File: src/rtl/mem_load_sequencer_pkg.sv
// Shared definitions for the memory load/dump path.
// Holds the sequencer state encoding and the default address/data widths
// so the load sequencer, dump counter and display path agree on them.
// No ports (package).
package mem_load_sequencer_pkg;

  localparam int ADDR_W_DEF = 16;
  localparam int DATA_W_DEF = 16;

  typedef enum logic [1:0] {
    ST_IDLE = 2'd0,
    ST_LOAD = 2'd1,
    ST_FIN  = 2'd2
  } state_t;

endpackage

File: src/rtl/mem_load_sequencer_if.sv
// Bus bundle between a word source, the load sequencer and the memory
// write port.
//   in_valid/in_data/in_ready : valid/ready word stream into the sequencer
//   mem_we/mem_addr/mem_wdata : registered memory write port
// Modports:
//   slave  - the sequencer side (consumes the stream, drives memory)
//   master - the environment side (source + memory)
interface mem_load_sequencer_if
  import mem_load_sequencer_pkg::*;
#(
  parameter int ADDR_W = ADDR_W_DEF,
  parameter int DATA_W = DATA_W_DEF
);

  logic              in_valid;
  logic [DATA_W-1:0] in_data;
  logic              in_ready;
  logic              mem_we;
  logic [ADDR_W-1:0] mem_addr;
  logic [DATA_W-1:0] mem_wdata;

  modport master (
    output in_valid, in_data,
    input  in_ready, mem_we, mem_addr, mem_wdata
  );

  modport slave (
    input  in_valid, in_data,
    output in_ready, mem_we, mem_addr, mem_wdata
  );

endinterface

File: src/rtl/mem_load_addr_gen.sv
// Write-address pointer for the load sequencer: a loadable, enabled
// ADDR_W up-counter that wraps silently modulo 2^ADDR_W.
// Ports:
//   clk, reset : clock, synchronous active-high reset (ptr -> 0)
//   load       : load load_val into the pointer (has priority over en)
//   load_val   : value loaded on load
//   en         : advance the pointer by one
//   ptr        : current pointer value
module mem_load_addr_gen #(
  parameter int ADDR_W = 16
) (
  input  logic              clk,
  input  logic              reset,
  input  logic              load,
  input  logic [ADDR_W-1:0] load_val,
  input  logic              en,
  output logic [ADDR_W-1:0] ptr
);

  always_ff @(posedge clk) begin
    if (reset) begin
      ptr <= '0;
    end else if (load) begin
      ptr <= load_val;
    end else if (en) begin
      ptr <= ptr + ADDR_W'(1);
    end
  end

endmodule

File: src/rtl/mem_load_sequencer.sv
// Memory load sequencer: accepts words over a valid/ready stream and writes
// them to consecutive memory addresses starting at a programmable base.
// Ports:
//   clk, reset       : clock, synchronous active-high reset
//   start            : begin a load (sampled only in IDLE)
//   base_addr,length : first address and word count, latched on start
//   bus (slave)      : in_valid/in_data/in_ready stream and the registered
//                      mem_we/mem_addr/mem_wdata write port
//   busy             : high while loading
//   done             : one-cycle pulse after the final write
//   count            : words accepted in the current or last load
//   checksum         : (only with MEM_LOAD_SEQUENCER_CHECKSUM_EN) modular
//                      sum of the words of the current or last load
// Optional feature macro: MEM_LOAD_SEQUENCER_CHECKSUM_EN.
module mem_load_sequencer
  import mem_load_sequencer_pkg::*;
#(
  parameter int ADDR_W = ADDR_W_DEF,
  parameter int DATA_W = DATA_W_DEF
) (
  input  logic                     clk,
  input  logic                     reset,
  input  logic                     start,
  input  logic [ADDR_W-1:0]        base_addr,
  input  logic [ADDR_W-1:0]        length,
  mem_load_sequencer_if.slave      bus,
  output logic                     busy,
  output logic                     done,
`ifdef MEM_LOAD_SEQUENCER_CHECKSUM_EN
  output logic [DATA_W-1:0]        checksum,
`endif
  output logic [ADDR_W-1:0]        count
);

  state_t            state;
  logic [ADDR_W-1:0] remaining;
  logic [ADDR_W-1:0] ptr;
  logic              accept_start;
  logic              xfer;

  // in_ready is registered high exactly while in LOAD, so it doubles as
  // the state qualifier for a transfer.
  assign accept_start = (state == ST_IDLE) && start;
  assign xfer         = bus.in_valid && bus.in_ready;

  mem_load_addr_gen #(.ADDR_W(ADDR_W)) u_addr_gen (
    .clk      (clk),
    .reset    (reset),
    .load     (accept_start),
    .load_val (base_addr),
    .en       (xfer),
    .ptr      (ptr)
  );

  always_ff @(posedge clk) begin
    if (reset) begin
      state         <= ST_IDLE;
      remaining     <= '0;
      bus.in_ready  <= 1'b0;
      bus.mem_we    <= 1'b0;
      bus.mem_addr  <= '0;
      bus.mem_wdata <= '0;
      busy          <= 1'b0;
      done          <= 1'b0;
      count         <= '0;
    end else begin
      bus.mem_we <= xfer;
      done       <= 1'b0;

      if (xfer) begin
        bus.mem_addr  <= ptr;
        bus.mem_wdata <= bus.in_data;
        count         <= count + ADDR_W'(1);
        remaining     <= remaining - ADDR_W'(1);
      end

      case (state)
        ST_IDLE: begin
          if (start) begin
            remaining <= length;
            count     <= '0;
            if (length == '0) begin
              state <= ST_FIN;
            end else begin
              state        <= ST_LOAD;
              bus.in_ready <= 1'b1;
              busy         <= 1'b1;
            end
          end
        end
        ST_LOAD: begin
          // Last word: drop ready on the same edge that registers its write.
          if (xfer && remaining == ADDR_W'(1)) begin
            state        <= ST_FIN;
            bus.in_ready <= 1'b0;
            busy         <= 1'b0;
          end
        end
        ST_FIN: begin
          done  <= 1'b1;
          state <= ST_IDLE;
        end
        default: begin
          state <= ST_IDLE;
        end
      endcase
    end
  end

`ifdef MEM_LOAD_SEQUENCER_CHECKSUM_EN
  always_ff @(posedge clk) begin
    if (reset) begin
      checksum <= '0;
    end else if (accept_start) begin
      checksum <= '0;
    end else if (xfer) begin
      checksum <= checksum + bus.in_data;
    end
  end
`endif

endmodule

File: src/flat_wrapper.sv
// flat-port wrapper written by rule: the top's interface ports become plain ports
module mem_load_sequencer_flat import mem_load_sequencer_pkg::*;
#(
  parameter int ADDR_W = ADDR_W_DEF,
  parameter int DATA_W = DATA_W_DEF
)
  (clk, reset, start, base_addr, length, busy, done, count, bus_in_valid, bus_in_data, bus_in_ready, bus_mem_we, bus_mem_addr, bus_mem_wdata);
  mem_load_sequencer_if #(.ADDR_W(ADDR_W), .DATA_W(DATA_W)) bus_i ();
  input  logic clk;
  input  logic reset;
  input  logic start;
  input  logic [ADDR_W-1:0] base_addr;
  input  logic [ADDR_W-1:0] length;
  output logic busy;
  output logic done;
  output logic [ADDR_W-1:0] count;
  input wire logic [$bits(bus_i.in_valid)-1:0] bus_in_valid;
  input wire logic [$bits(bus_i.in_data)-1:0] bus_in_data;
  output wire logic [$bits(bus_i.in_ready)-1:0] bus_in_ready;
  output wire logic [$bits(bus_i.mem_we)-1:0] bus_mem_we;
  output wire logic [$bits(bus_i.mem_addr)-1:0] bus_mem_addr;
  output wire logic [$bits(bus_i.mem_wdata)-1:0] bus_mem_wdata;
  assign bus_i.in_valid = bus_in_valid;
  assign bus_i.in_data = bus_in_data;
  assign bus_in_ready = bus_i.in_ready;
  assign bus_mem_we = bus_i.mem_we;
  assign bus_mem_addr = bus_i.mem_addr;
  assign bus_mem_wdata = bus_i.mem_wdata;
  mem_load_sequencer #(.ADDR_W(ADDR_W), .DATA_W(DATA_W)) u_core (.clk(clk), .reset(reset), .start(start), .base_addr(base_addr), .length(length), .bus(bus_i), .busy(busy), .done(done), .count(count));
endmodule
File: config.mk
export PLATFORM = sky130hd
export DESIGN_NAME = mem_load_sequencer_flat
export DESIGN_NICKNAME = d
export VERILOG_FILES = /design/src/rtl/mem_load_sequencer_pkg.sv /design/src/rtl/mem_load_sequencer_if.sv /design/src/rtl/mem_load_addr_gen.sv /design/src/rtl/mem_load_sequencer.sv /design/src/flat_wrapper.sv
export SDC_FILE = /design/constraint.sdc
export NUM_CORES = 1
export LEC_CHECK = 0
export ABC_AREA = 1
export BUFFER_PORTS_ARGS = -buffer_cell sky130_fd_sc_hd__buf_2
export CORE_UTILIZATION = 56
export CTS_BUF_LIST = sky130_fd_sc_hd__clkbuf_8
export DETAILED_ROUTE_END_ITERATION = 12
export GPL_ROUTABILITY_DRIVEN = 0
export PLACE_DENSITY = 0.85
export SYNTH_ARGS = -nofsm -noshare
export SYNTH_HDL_FRONTEND = slang
export SYNTH_SLANG_ARGS = --single-unit
File: constraint.sdc
create_clock -name clk -period 2.9 [get_ports clk]
set_input_delay 0 -clock clk [delete_from_list [all_inputs] [get_ports clk]]
set_output_delay 0 -clock clk [all_outputs]
set_load 0.01 [all_outputs]
Yosys cells after proc, flatten, opt, wreduce, memory -nomap -nowiden
Cells that the tools add are included.

Bits in registers: 85. Output and inout port bits: 52. Word-level logic and storage cells: 44.

$add $sub $neg: 3. Equality and inequality tests: 6. Multiplexer cells: 17. Reduce and logical (&&, ||, !) cells: 9.

Operators by type and width (number): $mux 16 (8); $add 16x1->16 const B (2); $eq 16x1->1 const B (1); $logic_not 16->1 (1); $sub 16x1->16 const B (1); $mux 2 (3); $mux 1 (4); $ne 2x2->1 const B (2); $pmux 2 s2 (1); $reduce_and 4->1 (1); $reduce_bool 2->1 (2); $logic_and 1x1->1 (3); $eq 2x1->1 const B (1); $eq 2x2->1 const B (1); $logic_not 2->1 (1); $ne 2x1->1 const B (1); $pmux 1 s2 (1); $reduce_and 2->1 (1).

Longest topological paths before layout
Gate-level depths: netlist of the first run.

Word-level depth: 4. Gate-level depth with buffers: 10. Mapped depth without buffers: 10.

By module
A second synthesis of the first run with hierarchy kept.

Cells, all modules: 581. Area, all modules: 4121.5 um^2.

By module, submodules not included: mem_load_sequencer (instances 1, cells each 433, area an instance 3110.5 um^2); mem_load_addr_gen (instances 1, cells each 148, area an instance 1011.0 um^2).

Worst setup path before layout of the first run
Ideal clock, no wire load.

Kind: register -> register. Start: register u_core.remaining[0]. End: register u_core.remaining[12]. Arrival time: 1.268 ns. Data required time: 2.787 ns. Path slack: 1.519 ns. Cell stages (with the launch flop): 10. Period minus slack after synthesis: 1.381 ns. Cell sequence: dfxtp_1 > inv_1 > ha_1 > inv_1 > nor2_4 > nand3_2 > nor2_4 > a21oi_1 > o21ai_1 > inv_1.

Longest elaborated chain between the ends: 4.

RTL lines: from (decl) (line mem_load_sequencer.sv:36) `logic [ADDR_W-1:0] remaining;`; from (signal assigned) (line mem_load_sequencer.sv:74) `remaining <= remaining - ADDR_W'(1);`; from (signal assigned) (line mem_load_sequencer.sv:80) `remaining <= length;`; $sub 16x1->16 * (line mem_load_sequencer.sv:74); $mux 16 * (line mem_load_sequencer.sv:70) `if (xfer) begin`; $mux 16 (line mem_load_sequencer.sv:79) `if (start) begin`; $mux 16 * (line mem_load_sequencer.sv:77) `case (state)`.

Mark *: on every way between the ends. The rest lies on a longest branch, timed or not. A chain may end at the register's enable or synchronous reset.

==> results of run 1 <==
-- worst min-delay path: stages --
cell and delay [ps]:
buf_2 80, o21ai_0 90, a31oi_1 150
-- routing by layer --
layer	up-vias	share of wire (%)	track usage, %	wire, um
met2	200	48	52.94	5389
met5	-	0	0	0
li1	2233	-	-	-
met3	31	7.7	5.410	873
met1	2058	42	35.19	4795
met4	0	2.3	11.44	264
-- logic make-up after synthesis --
| group | count (synthesis) | synth area share, % |
|---|---|---|
| adders and majority gates | 4 | 1.191 |
| and+or+nand+nor | 305 | 33.14 |
| xor gates and xnor gates | 9 | 1.876 |
| AOI/OAI and AO/OA | 113 | 14.44 |
| DFF | 85 | 40.50 |
| buffers and inverters | 89 | 8.845 |
-- through the flow --
stage	worst slack (ps)	hold slack, ps	cells	power [mW]	utilization [%]
2_1_floorplan	1519	138.7	605	1.681	-
3_3_place_gp	1225	254.7	786	1.818	65.64
3_5_place_dp	1151	262.5	786	1.835	65.64
4_1_cts	1134	3.070	840	2.705	73.62
5_1_grt	943.2	29.01	840	2.845	73.62
6_report	1117	13.43	840	2.712	73.62
-- cells in the mapped netlist (2+ instances only) --
master | instances | area share, %
nand2_1 | 106 | 9.5
nor2_1 | 106 | 9.5
dfxtp_1 | 85 | 41
inv_1 | 61 | 5.4
o21ai_0 | 52 | 6.2
nand3_1 | 44 | 5.2
a21oi_1 | 39 | 4.6
nand4_1 | 14 | 2.1
buf_2 | 12 | 1.4
clkbuf_1 | 10 | 0.89
nor3_1 | 9 | 1.1
a31oi_1 | 7 | 1.0
nor2_4 | 6 | 1.6
xor2_1 | 6 | 1.3
nor2_2 | 5 | 0.74
ha_1 | 4 | 1.2
o211ai_1 | 4 | 0.71
nor3_2 | 3 | 0.71
o21ai_1 | 3 | 0.36
xnor2_1 | 3 | 0.63
a211oi_1 | 2 | 0.36
buf_4 | 2 | 0.36
buf_6 | 2 | 0.54
inv_2 | 2 | 0.18
nand3b_1 | 2 | 0.36
nor4_1 | 2 | 0.30
o221ai_1 | 2 | 0.42
o31ai_1 | 2 | 0.36
or2_2 | 2 | 0.30
-- final cells by class --
type | count | area, um^2 | area share [%]
multi-input cells | 431 | 2133 | 39.95
flip-flops and latches | 85 | 1702 | 31.87
repair buffers | 146 | 945.9 | 17.71
inverters | 63 | 236.5 | 4.428
clock buffers | 9 | 123.9 | 2.320
well taps | 99 | 123.9 | 2.320
clock inverters | 7 | 75.07 | 1.406
-- registers in the layout, summed over array words and instances, names as in the netlist --
| signal | flops |
|---|---|
| u_core.bus.mem_wdata | 16 |
| u_core.bus.mem_addr | 16 |
| u_core.count | 16 |
| u_core.done | 1 |
| u_core.bus.mem_we | 1 |
| u_core.busy | 1 |
| u_core.state | 2 |
| u_core.u_addr_gen.ptr | 16 |
| u_core.remaining | 16 |
-- path summary, 6_finish.rpt --
| kind | start | to | slack [ps] |
|---|---|---|---|
| worst max-delay path | u_core.busy$_SDFFE_PP0P_ | u_core.u_addr_gen.ptr[8]$_SDFFE_PP0P_ | 1120 |
| worst min-delay path | length[3] | u_core.remaining[3]$_SDFF_PP0_ | 10 |
| worst max register to register | u_core.busy$_SDFFE_PP0P_ | u_core.u_addr_gen.ptr[8]$_SDFFE_PP0P_ | 1120 |
| worst min register to register | u_core.state[0]$_SDFFE_PP0P_ | u_core.done$_SDFF_PP0_ | 460 |
-- power by group --
part	switching [mW]	internal (mW)
combinational	0.322	0.214
clock	0.447	0.401
sequential	0.0770	1.25
==> flow_summary_export.csv, run 1 <==
group,metric,value,unit
global_route,grt_max_degree,44,
critical_path,cp_slowest_cell,"dfxtp_1",
yosys,synth-edff-count,0,
clock_network,post-cts-setup-buffers,0,
pwr,leakage,2.446,nW
clock_network,worst_setup_hold_path_clk_slew,90,ps
yosys,synth.cell_area,0.004202,mm^2
die,core_area,0.007253,mm^2
cells_and_area,layout.cells.most_common_list,"nor2_1, nand2_1, buf_2, dfxtp_1, inv_1",
cells_and_area,final_cell_area,0.005340,mm^2
clock_network,cts_htree_levels,3,
critical_path,critical_path.max_stage_delay,450,ps
routing,drt_pass1_iterations,5,
global_route,grt-ovfl-total,0,
routing,num_vias,4522,
yosys,synthCells,605,
sta,min_period_over_period,61.48,%
pwr,power.density,507.8,mW/mm^2
sta,grt_setup_unrepaired,"no",
pwr,irDropWorstVdd,0.0002946,V
hold_path,hold_class,"in2reg",
critical_path,timing_worst_setup_path_type,"reg2reg",
global_route,initial_antenna_violation_count,0,
clock_network,cts_root_buffer,"clkbuf_8",
global_route,aggregate_global_route_resource_usage,29.62,%
yosys,asyncSetResetFlopFracSynth,0,%
run,number_of_maximum_capacitance_constraint_violations,0,
sta,max_freq,0.5609,GHz
die,design.portCount,104,
clock_network,cts_tree,"done",
yosys,synth.avg_cell_area,6.945,um^2
die,placement_rows,31,
critical_path,critical_path_peak_fanout,43,
placed_design,place_hpwl,7.623,mm
clock_network,clock_tree.buffer_depth,2,
die,die_area,0.007854,mm^2
sta,final-max-slew-violation-count,0,
critical_path,crit_required,3140,ps
status,status,"complete, no violations",
yosys,seq_area_frac_synth,40.50,%
yosys,ys_seq_elements,85,
clock_network,clock_network_latency_to_the_later_pin_of_the_worst_skew_pair,360,ps
sta,report.final.hold_viol_count,0,
sta,slew-limit-headroom,52.19,%
routing,route.detailed.wl_per_inst,13.48,um
die,initial_utilization,57.93,%
routing,detail_route.wirelength,11.32,mm
routing,via_per_inst,5.383,
yosys,yosys.cell_types.count,37,
critical_path,timing.critical_path.max_delay_family,"buffers and inverters",
critical_path,critical_path.endpoint_type,"flip-flop",
placed_design,io_buffers,103,
placed_design,post_dp_cell_area,0.004761,mm^2
routing,drc,0,
sta,worst_pin_slew,716.3,ps
global_route,vias_in_the_first_global_route,4086,
die,fp.dieH,88.62,um
cells_and_area,fin_nets,792,
sta,setup_total_negative_slack,0,ps
routing,final_antenna_net_count,0,
cells_and_area,antenna_cells,0,
sta,timing.clock.skew,11.32,ps
clock_network,cts.hold.buffers_added,38,
yosys,ys_warn_count,0,
critical_path,worst_setup_path_start_kind,"flip-flop",
yosys,synth-main-ff-cell,"dfxtp_1",
critical_path,critical_path.cell_chain,"nand2_4 -> inv_1 -> buf_12 -> nand3_1 -> nand3_1 -> nand2_1 -> nor2_1 -> nor2_1",
cells_and_area,share_of_cells_above_drive_strength_1,19.97,%
critical_path,worst-r2r-cell-count,8,
hold_path,hold_path_depth,3,
clock_network,cts.repair.resized,0,
routing,drt_iter0_drc,335,
clock_network,cts_buffers,9,
die,die_width,88.62,um
global_route,grt_pass1_wl,18.16,mm
critical_path,crit_buf_inv,2,
sta,min_period,1783,ps
sta,final-setup-viol-count,0,
critical_path,worstSetupPathDepth,8,
yosys,synth.net_count,661,
cells_and_area,filler_cell_count,572,
critical_path,arrival,2020,ps
clock_network,clock_sinks,85,
cells_and_area,flow.area_growth_from_synthesis,27.10,%
No activity file was read; power rests on OpenSTA's default activity.
==> run 2: changes to the inputs <==
--- a/config.mk
+++ b/config.mk
@@ -7,11 +7,11 @@
 export LEC_CHECK = 0
 export ABC_AREA = 1
 export BUFFER_PORTS_ARGS = -buffer_cell sky130_fd_sc_hd__buf_2
-export CORE_UTILIZATION = 56
+export CORE_UTILIZATION = 50
 export CTS_BUF_LIST = sky130_fd_sc_hd__clkbuf_8
 export DETAILED_ROUTE_END_ITERATION = 12
 export GPL_ROUTABILITY_DRIVEN = 0
-export PLACE_DENSITY = 0.85
+export PLACE_DENSITY = 0.81
 export SYNTH_ARGS = -nofsm -noshare
 export SYNTH_HDL_FRONTEND = slang
 export SYNTH_SLANG_ARGS = --single-unit
==> constraint.sdc (replaced) <==
create_clock -name clk -period 1.54 [get_ports clk]
set_input_delay 0 -clock clk [delete_from_list [all_inputs] [get_ports clk]]
set_output_delay 0 -clock clk [all_outputs]
set_load 0.01 [all_outputs]
==> run 2 against run 1 <==
Sequential share of layout area down 1.3 points. Die area is 12% higher. Combinational power increased by 110%. Final area increased by 4.8%. Largest cell class unchanged. Largest power group unchanged.
==> flow_summary_export.csv, run 2 (synthesis results as in run 1) <==
group,metric,value,unit
pwr,leakage,2.591,nW
hold_path,hold_class,"in2reg",
cells_and_area,regArea,0.001709,mm^2
critical_path,arrival,1740,ps
sta,grt_setup_unrepaired,"yes",
clock_network,cts_tree,"done",
placed_design,io_buffers,103,
cells_and_area,filler_cell_count,670,
sta,max_freq,0.6775,GHz
routing,drt_iter0_drc,274,
sta,worst_pin_slew,535.7,ps
routing,drt_pass1_iterations,5,
critical_path,reg2reg_slack,60,ps
routing,final_antenna_net_count,0,
pwr,power.density,961.3,mW/mm^2
sta,final-setup-viol-count,0,
sta,hold_ws,18.04,ps
global_route,grt_pass1_wl,18.72,mm
critical_path,timing.rr.start,"u_core.busy$_SDFFE_PP0P_",
sta,slew-limit-headroom,63.96,%
sta,min_period_over_period,95.84,%
routing,detail_route.wirelength.met1,5.022,mm
run,number_of_maximum_capacitance_constraint_violations,0,
critical_path,worst_setup_path_start_kind,"flip-flop",
die,die_width,93.67,um
sta,timing.clock.skew,5.228,ps
cells_and_area,flow.area_growth_from_synthesis,33.17,%
cells_and_area,layout.cells.most_common_list,"nor2_1, nand2_1, buf_2, dfxtp_1, inv_1",
die,placement_rows,33,
clock_network,cts_root_buffer,"clkbuf_8",
critical_path,critical_path.endpoint_type,"flip-flop",
global_route,initial_antenna_violation_count,0,
clock_network,clock_tree.buffer_depth,2,
sta,min_period,1476,ps
clock_network,cts_htree_levels,3,
cells_and_area,antenna_cells,0,
die,core_area,0.008175,mm^2
critical_path,crit_buf_inv,1,
cells_and_area,fin_nets,810,
critical_path,worst-r2r-cell-count,8,
routing,via_per_inst,5.317,
pwr,irDropWorstVdd,0.0005672,V
critical_path,crit_required,1800,ps
clock_network,worst_setup_hold_path_clk_slew,80,ps
critical_path,worst_setup_path_endpoint,"u_core.count[15]$_SDFF_PP0_",
die,initial_utilization,51.39,%
die,fp.dieH,93.67,um
global_route,grt-ovfl-total,0,
routing,routed.top_layer,"met4",
status,status,"complete, no violations",
critical_path,timing.critical_path.max_delay_family,"simple AND/OR/NAND/NOR gates",
global_route,vias_in_the_first_global_route,4239,
routing,drc,0,
sta,post-route-worst-setup-slack,64.08,ps
clock_network,clock_network_latency_to_the_later_pin_of_the_worst_skew_pair,350,ps
pwr,design_power_total,5.379,mW
critical_path,r2r_end,"u_core.count[15]$_SDFF_PP0_",
global_route,grt_max_degree,47,
cells_and_area,multi_input_gate_area,0.002187,mm^2
placed_design,dpl.cell_count,807,
cells_and_area,layout.cells.non_filler,864,
clock_network,clock_sinks,85,
clock_network,cts_buffers,9,
routing,route.detailed.wl_per_inst,13.83,um
critical_path,critical_path_peak_fanout,4,
sta,report.final.hold_viol_count,0,
die,die_area,0.008774,mm^2
critical_path,worstSetupPathDepth,8,
routing,dr_wl_met3,810,um
sta,final-max-slew-violation-count,0,
critical_path,timing_worst_setup_path_type,"reg2reg",
routing,detail_route.wirelength,11.95,mm
critical_path,crit_start,"u_core.busy$_SDFFE_PP0P_",
routing,routed-wl-met2,5.806,mm
cells_and_area,share_of_cells_above_drive_strength_1,22.79,%
critical_path,critical_path.max_stage_delay,380,ps
routing,num_vias,4594,
placed_design,place_hpwl,8.141,mm
die,design.portCount,104,
critical_path,cp_slowest_cell,"dfxtp_4",
critical_path,critical_path.cell_chain,"buf_4 -> nand3_1 -> nor2_4 -> nand4_1 -> nor2_4 -> nand4_1 -> nand2_1 -> nor2_1",
global_route,aggregate_global_route_resource_usage,27.30,%
placed_design,pre_cts_ws,51.80,ps
run 2: how the worst min path moves through the flow:
| stage | from | endpoint | slack (ps) | cells after the start |
|---|---|---|---|---|
| 4_1_cts | length[14] | u_core.remaining[14]$_SDFF_PP0_ | 5 | 3 |
| 5_1_grt | base_addr[2] | u_core.u_addr_gen.ptr[2]$_SDFFE_PP0P_ | 2 | 3 |
| 3_3_place_gp | length[5] | u_core.remaining[5]$_SDFF_PP0_ | 250 | 3 |
| 6_report | length[15] | u_core.remaining[15]$_SDFF_PP0_ | 20 | 5 |
| 3_5_place_dp | bus_in_data[11] | u_core.bus.mem_wdata[11]$_SDFFE_PP0P_ | 260 | 3 |
| 2_1_floorplan | length[1] | u_core.remaining[1]$_SDFF_PP0_ | 140 | 2 |
run 2: area by class of cell:
class	instances	share of cell area (%)
Sequential cell	85	30.55
Clock buffer	11	2.706
Tap cell	105	2.348
Inverter	63	4.226
Multi-Input combinational cell	431	39.09
Timing Repair Buffer	164	19.77
Clock inverter	5	1.319
run 2: routing by layer:
metal	global-route usage [%]	up-vias
met5	0	-
met4	12.05	0
met3	5.906	30
met2	47.92	181
met1	31.83	2110
li1	-	2273
run 2: worst min-delay path, cell delays in order:
cell	delay, ps
buf_2	100
inv_1	70
a21oi_1	70
nand2_1	60
inv_1	30
run 2: repair_timing:
item	CTS	global route
hold endpoints to repair	39	0
hold buffers	38	0
setup endpoints to repair	0	15
resized for setup	0	16
setup buffers	0	3
run 2: through the flow:
stage	area, um^2	TNS [ps]	utilization (%)
2_1_floorplan	4202	0	-
3_3_place_gp	4906	0	60.01
3_5_place_dp	4906	0	60.01
4_1_cts	5512	0	67.42
5_1_grt	5595	-106.4	68.44
6_report	5595	0	68.44
run 2: power breakdown:
group          internal [mW]  total (mW)  switching, mW
sequential              2.36        2.50          0.138
clock                  0.991        1.77          0.776
combinational          0.467        1.11          0.648
==> run 3: changes to the inputs <==
--- a/config.mk
+++ b/config.mk
@@ -6,7 +6,7 @@
 export NUM_CORES = 1
 export LEC_CHECK = 0
 export ABC_AREA = 1
-export BUFFER_PORTS_ARGS = -buffer_cell sky130_fd_sc_hd__buf_2
+export BUFFER_PORTS_ARGS = -buffer_cell sky130_fd_sc_hd__clkbuf_2
 export CORE_UTILIZATION = 50
 export CTS_BUF_LIST = sky130_fd_sc_hd__clkbuf_8
 export DETAILED_ROUTE_END_ITERATION = 12
==> run 3 against run 2 <==
Die area unchanged. Critical path depth grew 1. Fmax barely moved. Combinational power about the same. Sequential share of layout area rose by 0.29 points. Critical endpoint is now u_core.remaining[12]$_SDFF_PP0_. Global-route usage shrank 0.51 points. Largest cell class unchanged. Non-clock buffer count up 1. Largest power group unchanged. Count of clock-buffer cells in the layout is 2 lower. Via count rose by 1.2%. Clock skew increased by 5.3 ps. Cell count up 0.12%. Register-to-register slack about the same.
==> flow_summary_export.csv, run 3 (synthesis results as in run 1) <==
group,metric,value,unit
pwr,leakage,2.527,nW
critical_path,critical_path_peak_fanout,6,
die,design.portCount,104,
global_route,groute.layer.met1.usage,33.50,%
clock_network,cts_root_buffer,"clkbuf_8",
pwr,power.density,910.2,mW/mm^2
routing,drt_pass1_iterations,5,
global_route,aggregate_global_route_resource_usage,26.79,%
sta,post-route-worst-setup-slack,64.02,ps
cells_and_area,flow.area_growth_from_synthesis,31.75,%
sta,worst_pin_slew,454.2,ps
placed_design,post_dp_cell_area,0.004901,mm^2
placed_design,dpl.cell_count,808,
die,fp.dieH,93.67,um
hold_path,hold_class,"in2reg",
critical_path,crit_required,1790,ps
critical_path,critical_path.endpoint_type,"flip-flop",
cells_and_area,layout_commonest_cell,"nand2_1",
routing,final_antenna_net_count,0,
sta,report.final.hold_viol_count,0,
routing,route.detailed.wl_per_inst,13.49,um
critical_path,crit_buf_inv,3,
sta,slew-limit-headroom,69.44,%
clock_network,cts_buffers,9,
clock_network,worst_setup_hold_path_clk_slew,90,ps
placed_design,pre_cts_ws,29.44,ps
sta,final-setup-viol-count,0,
clock_network,cts_tree,"done",
placed_design,io_buffers,103,
sta,setup_total_negative_slack,0,ps
die,initial_utilization,51.39,%
cells_and_area,layout.cells.non_filler,865,
clock_network,clock_network_latency_to_the_later_pin_of_the_worst_skew_pair,350,ps
clock_network,cts_htree_levels,3,
global_route,vias_in_the_first_global_route,4248,
critical_path,timing.rr.start,"u_core.remaining[1]$_SDFF_PP0_",
sta,min_period,1476,ps
routing,drt_iter0_drc,302,
routing,detail_route.wirelength,11.67,mm
cells_and_area,final_core_utilization,67.71,%
pwr,design_power_total,5.038,mW
global_route,gr-usage-met3,5.825,%
die,die_area,0.008774,mm^2
global_route,grt-ovfl-total,0,
die,die_width,93.67,um
die,placement_rows,33,
sta,hold_ws,4.066,ps
cells_and_area,share_of_cells_above_drive_strength_1,23.16,%
pwr,irDropWorstVdd,0.0005202,V
cells_and_area,antenna_cells,0,
cells_and_area,layout.cells.most_common_list,"nand2_1, nor2_1, clkbuf_2, dfxtp_1, inv_1",
cells_and_area,fin_nets,811,
routing,via_per_inst,5.373,
critical_path,worst_setup_path_start_kind,"flip-flop",
critical_path,arrival,1730,ps
global_route,met2_usage,44.49,%
critical_path,critical_path.cell_chain,"inv_2 -> ha_1 -> inv_1 -> nor2_4 -> nand3_4 -> nor2_4 -> a21oi_1 -> o21ai_1 -> inv_1",
sta,min_period_over_period,95.84,%
clock_network,clock_tree.buffer_depth,2,
run,number_of_maximum_capacitance_constraint_violations,0,
clock_network,clock_sinks,85,
critical_path,timing_worst_setup_path_type,"reg2reg",
critical_path,crit_start,"u_core.remaining[1]$_SDFF_PP0_",
sta,final-max-slew-violation-count,0,
global_route,initial_antenna_violation_count,0,
critical_path,timing.critical_path.max_delay_family,"simple AND/OR/NAND/NOR gates",
status,status,"complete, no violations",
global_route,busiest_layer,"met2",
routing,num_vias,4648,
critical_path,reg2reg_slack,60,ps
sta,max_freq,0.6775,GHz
die,core_area,0.008175,mm^2
routing,drc,0,
sta,timing.clock.skew,10.57,ps
cells_and_area,filler_cell_count,675,
hold_path,hp-start,"base_addr[13]",
critical_path,critical_path.max_stage_delay,340,ps
critical_path,cp_slowest_cell,"dfxtp_1",
global_route,grt_pass1_wl,18.77,mm
global_route,grt_max_degree,47,
cells_and_area,final_cell_area,0.005535,mm^2
placed_design,place_hpwl,7.913,mm
[run 3: worst reg2reg max path, stage by stage (launching register included)]
cell	delay [ps]
dfxtp_1	340
inv_2	70
ha_1	140
inv_1	70
nor2_4	140
nand3_4	120
nor2_4	210
a21oi_1	100
o21ai_1	160
inv_1	50
[run 3: power breakdown]
group / internal, mW / switching (mW) / total, mW
Clock: 0.591 / 0.831 / 1.42
Sequential: 2.36 / 0.139 / 2.50
Combinational: 0.462 / 0.657 / 1.12
[run 3: final timing paths]
kind                                            endpoint  depth (start not counted)
hold / removal    u_core.u_addr_gen.ptr[13]$_SDFFE_PP0P_                          5
hold reg to reg                   u_core.done$_SDFF_PP0_                          1
setup / recovery         u_core.remaining[12]$_SDFF_PP0_                          9
setup reg to reg         u_core.remaining[12]$_SDFF_PP0_                          9
[run 3: per-layer routing]
layer | share of wire [%] | vias to the layer above
met5 | 0 | -
met4 | 2.3 | 0
met3 | 8.5 | 24
met2 | 47 | 224
met1 | 43 | 2121
li1 | - | 2279
[run 3: repair_timing]
| item | in CTS | in global routing |
|---|---|---|
| setup buffers | 0 | 4 |
| hold buffers | 37 | 0 |
| endpoints found under the setup margin | 0 | 15 |
| hold endpoints to repair | 37 | 0 |
| gates resized for setup | 0 | 15 |
[run 3: final cells by class]
type | count | area [um^2] | share of cell area (%)
clock buffers | 9 | 123.9 | 2.238
multi-input cells | 431 | 2185 | 39.47
well taps | 105 | 131.4 | 2.373
repair buffers | 165 | 1102 | 19.91
flip-flops and latches | 85 | 1707 | 30.83
inverters | 63 | 236.5 | 4.272
clock inverters | 7 | 50.05 | 0.9042
